File: config.mk
export PLATFORM = sky130hd
export DESIGN_NAME = hazard_stall_ctrl
export DESIGN_NICKNAME = d
export VERILOG_FILES = /design/src/rtl/hazard_stall_ctrl.sv
export SDC_FILE = /design/constraint.sdc
export NUM_CORES = 1
export LEC_CHECK = 0
export CAP_MARGIN = 20
export CORE_MARGIN = 2
export CORE_UTILIZATION = 27
export CTS_BUF_LIST = sky130_fd_sc_hd__clkbuf_4 sky130_fd_sc_hd__clkbuf_8
export DETAILED_ROUTE_END_ITERATION = 8
export HOLD_SLACK_MARGIN = 0.05
export PLACE_DENSITY = 0.79
export SETUP_SLACK_MARGIN = 0.2
export SLEW_MARGIN = 0
export SYNTH_ARGS = -nofsm -noshare
export SYNTH_HDL_FRONTEND = slang
export SYNTH_SLANG_ARGS = --single-unit
File: constraint.sdc
create_clock -name clk -period 1.7 [get_ports clk]
set_input_delay 0.17 -clock clk [delete_from_list [all_inputs] [get_ports clk]]
set_output_delay 0.17 -clock clk [all_outputs]
set_load 0.01 [all_outputs]
File: src/rtl/hazard_stall_ctrl.sv
// Hazard/sequencing control for the 5-stage pipeline: load-use stalls, taken-branch flushes,
// and mul/div structural stalls. Define HAZARD_PERF_CNT_EN to build the stall/flush counters.
module hazard_stall_ctrl #(
    parameter int MD_LATENCY = 4,
    parameter int CNT_W      = 32
) (
    input  logic             clk,
    input  logic             reset,
    input  logic             id_valid,
    input  logic [4:0]       id_rs,
    input  logic [4:0]       id_rt,
    input  logic             id_uses_rt,
    input  logic             id_is_muldiv,
    input  logic             ex_mem_read,
    input  logic [4:0]       ex_rd,
    input  logic             ex_branch_taken,
    output logic             pc_write,
    output logic             ifid_stall,
    output logic             ifid_flush,
    output logic             idex_bubble,
    output logic             md_busy,
    output logic             ctrl_state,
    output logic [CNT_W-1:0] stall_cycles,
    output logic [CNT_W-1:0] flush_cycles
);
    typedef enum logic {RUN = 1'b0, MD_WAIT = 1'b1} state_t;

    state_t     state, state_nxt;
    logic [3:0] md_count, md_count_nxt;
    logic       flush, load_hz, md_hz, stall, md_issue;

    always_comb begin
        flush    = ex_branch_taken;
        load_hz  = id_valid & ex_mem_read & (ex_rd != 5'd0) &
                   ((ex_rd == id_rs) | (id_uses_rt & (ex_rd == id_rt)));
        md_hz    = id_valid & id_is_muldiv & (md_count != 4'd0);
        // A flush squashes the ID instruction, so it can neither stall nor issue.
        stall    = !flush & (load_hz | md_hz);
        md_issue = id_valid & id_is_muldiv & !stall & !flush;
    end

    always_comb begin
        pc_write    = !stall;
        ifid_stall  = stall;
        ifid_flush  = flush;
        idex_bubble = stall | flush;
        md_busy     = (md_count != 4'd0);
        if (reset) begin
            pc_write    = 1'b0;
            ifid_stall  = 1'b0;
            ifid_flush  = 1'b0;
            idex_bubble = 1'b1;
            md_busy     = 1'b0;
        end
    end

    // Flush leaves md_count alone: the in-flight mul/div is older than the branch.
    always_comb begin
        md_count_nxt = md_count;
        if (md_issue)
            md_count_nxt = 4'(MD_LATENCY);
        else if (md_count != 4'd0)
            md_count_nxt = md_count - 4'd1;
    end

    always_comb begin
        state_nxt = state;
        case (state)
            RUN:     if (md_hz & !flush) state_nxt = MD_WAIT;
            MD_WAIT: if ((md_count == 4'd1) | flush | !md_hz) state_nxt = RUN;
            default: state_nxt = RUN;
        endcase
    end

    always_ff @(posedge clk) begin
        if (reset) begin
            md_count <= 4'd0;
            state    <= RUN;
        end else begin
            md_count <= md_count_nxt;
            state    <= state_nxt;
        end
    end

    assign ctrl_state = state;

`ifdef HAZARD_PERF_CNT_EN
    logic [CNT_W-1:0] stall_q, flush_q;

    always_ff @(posedge clk) begin
        if (reset) begin
            stall_q <= '0;
            flush_q <= '0;
        end else begin
            if (stall && stall_q != '1) stall_q <= stall_q + 1'b1;
            if (flush && flush_q != '1) flush_q <= flush_q + 1'b1;
        end
    end

    assign stall_cycles = stall_q;
    assign flush_cycles = flush_q;
`else
    assign stall_cycles = '0;
    assign flush_cycles = '0;
`endif

endmodule

==> results by group <==
Run status
  – Outcome: finished with violations
  – Failing checks: setup timing

Cells and area
  – Most common cell after layout, fill and taps aside: conb_1
  – N_diodes: 0
  – Highest-count cells in the layout ignoring fill and taps: conb_1 (64), buf_4 (14), buf_6 (10)
  – Fill count: 350
  – Sequential cell area: 103 µm²
  – Final Non-Filler Cells: 210
  – Area of the multi-input gates: 621 µm²
  – P&R area growth vs syn: 35.0%
  – Layout cells sized above 1: 0.317
  – Layout Nets: 189
  – Final Instance Area: 0.00123 mm²

Pwr
  – Max VDD drop: 0.326 mV
  – Cell area power density: 941 mW/mm²
  – Total power: 1150 µW
  – Leak pwr: 0.000640 µW

Setup path
  – Reg-to-Reg End: md_count[0]
  – Critical Path End Type: output port
  – Worst Reg-to-Reg Cells: 8
  – Startpoint types: input pin
  – Reg2reg setup slack: 0.18 ns
  – Crit-path max FO: 2
  – CP Data Required Time: 1.53 ns
  – Critical path class: input pin to output port
  – Critical path arrival: 1.59 ns
  – Critical R2R Launch: md_count[0]
  – Setup crit start: id_rt[1]

Routing
  – Vias: 694
  – Drt pass-1 iters: 1
  – Post-route ant nets: 0
  – Drt drc: 0
  – Wire per inst: 7.86 µm
  – DR vias/cell: 3.30
  – Final WL: 1650 µm
  – Iteration-0 DRC Markers: 0

Floorplanning
  – Full die area: 0.00384 mm²
  – I/O pin count: 92
  – Die Y: 62 µm
  – Core ar.: 0.00328 mm²
  – Starting Density: 0.277
  – Die Width: 62 µm
  – Row count: 21

Place
  – Placed Cells: 198
  – Dpl hpwl: 1340 µm
  – IO Port Bufs: 27
  – RD Place Congestion: 0.766
  – Dpl ws: -0.823 ns
  – Placed cell areas: 0.00108 mm²

GRT
  – First-pass GRT wire length: 2270 µm
  – GRT overflow: 0
  – Vias in the first global route: 576
  – Total GRT Usage: 0.0839
  – Largest net degree at the start of global routing: 7
  – Initial antenna violation count: 0

Yosys
  – Yosys reg bits: 5
  – Ys Warns: 0
  – Cells after Synth: 116
  – Register area share after synthesis: 0.110
  – Mapped cell area: 908 µm²
  – Synthesized area per cell: 7.83 µm²
  – Count of cell types in the netlist: 24

STA
  – RSZ-0062 raised after global routing: yes
  – Setup Viol. Count Final: 3
  – Slew Limit Fails: 0
  – Fin crit period: 1.76 ns
  – Clock Skew: 0.000503 ns
  – Peak clock frequency supported by timing: 0.568 GHz
  – Setup TNS: -0.137 ns
  – Fin worst setup slack: -0.0596 ns
  – Final Hold Vio Count: 0
  – Tcrit/Tclk final: 1.04

Clock tree
  – Clock Sinks: 5
  – Clk slew on worst S/H paths: 0.04 ns
  – H-Tree Depth: 1
  – Num CTS Buffers: 3
  – CTS tree: yes
  – Clock Latency Late Sink: 0.24 ns
  – Hold Buf Count CTS: 0
  – Clock root buffer: clkbuf_4
  – CTS max path bufs: 2

Hold path
  – Tightest Hold Check Type: input pin to register
  – Min-Delay Path Depth: 3
  – Hold Crit Start: ex_branch_taken
  – Worst Hold Path EP: ctrl_state

Flow run
  – MaxCap Viol Count: 0
where the power goes:
part | leakage [µW] | switching, µW | internal [µW]
logic | 0.000580 | 343 | 469
registers | 0.0000417 | 28.6 | 158
clock network | 0.0000184 | 50.7 | 105
total | 0.000640 | 422 | 732
through the flow:
stage	utilization	hold WS, ns
6_report	0.373	0.434
5_1_grt	0.373	0.460
4_1_cts	0.358	0.609
3_5_place_dp	0.329	0.598
3_3_place_gp	0.329	0.586
2_1_floorplan	-	0.349
layer usage:
| metal | GRT usage | wire length (µm) |
|---|---|---|
| met2 | 0.167 | 988 |
| met3 | 0.0228 | 194 |
| met1 | 0.0744 | 468 |
| met5 | 0 | 0 |
| met4 | 0.0456 | 0 |
area by class of cell:
class | instances | share of cell area
sequential | 5 | 0.0837
timing repair buffer | 46 | 0.333
inverter | 2 | 0.00612
multi-input combinational | 107 | 0.506
clock buffer | 4 | 0.0245
tap | 46 | 0.0469
how the worst max path moves through the flow:
stage,end,slack (ns),cells after the start
2_1_floorplan,pc_write,0.20,5
3_3_place_gp,pc_write,-0.79,7
3_5_place_dp,pc_write,-0.82,7
4_1_cts,pc_write,-0.07,8
5_1_grt,ifid_stall,-0.17,8
6_report,pc_write,-0.06,8
timing repair:
item	CTS	global route
pin swaps	14	2
buffers inserted	6	2
resized for setup	72	9
endpoints found under the setup margin	8	8
synth_stat cells:
| cell | instances | area (µm²) |
|---|---|---|
| xor2_1 | 9 | 78.8 |
| nor4_2 | 1 | 12.5 |
| nor3_1 | 4 | 20.0 |
| o31a_1 | 1 | 8.76 |
| dfxtp_1 | 5 | 100 |
| nor3b_1 | 1 | 7.51 |
| a211oi_1 | 2 | 15.0 |
| or3_1 | 1 | 6.26 |
| a32oi_1 | 1 | 8.76 |
| xnor2_1 | 2 | 17.5 |
| or4_1 | 1 | 7.51 |
| mux2_2 | 2 | 22.5 |
| nor2_1 | 6 | 22.5 |
| nor2b_1 | 1 | 6.26 |
| nand2_1 | 4 | 15.0 |
| a21oi_1 | 2 | 10.0 |
| ha_1 | 2 | 25.0 |
| o2bb2ai_1 | 1 | 8.76 |
| conb_1 | 1 | 3.75 |
| buf_4 | 64 | 480 |
| o21ba_2 | 1 | 10.0 |
| clkbuf_1 | 1 | 3.75 |
| o32a_1 | 1 | 10.0 |
| inv_1 | 2 | 7.51 |
cells by family (layout without fill, tap and decap cells):
| logic type | Yosys count | after routing | share of synthesized area |
|---|---|---|---|
| buffers and inverters | 67 | 52 | 0.541 |
| AO/OA/AOI/OAI | 9 | 9 | 0.0785 |
| multiplexers | 2 | 2 | 0.0248 |
| other | 1 | 64 | 0.00413 |
| adder cells (fa/ha/maj) | 2 | 2 | 0.0275 |
| XOR/XNOR | 11 | 11 | 0.106 |
| AND/OR/NAND/NOR | 19 | 19 | 0.107 |
| flip-flops | 5 | 5 | 0.110 |
flip-flops by register name (all words and copies together) (netlist names):
signal / flops
md_count: 4
ctrl_state: 1
critical path: stages:
cell     delay, ns
buf_6         0.10
xor2_2        0.16
nor4_2        0.26
a32oi_1       0.14
o32a_1        0.34
buf_6         0.13
o21ba_4       0.18
buf_6         0.11
No activity file was read; power rests on OpenSTA's default activity.
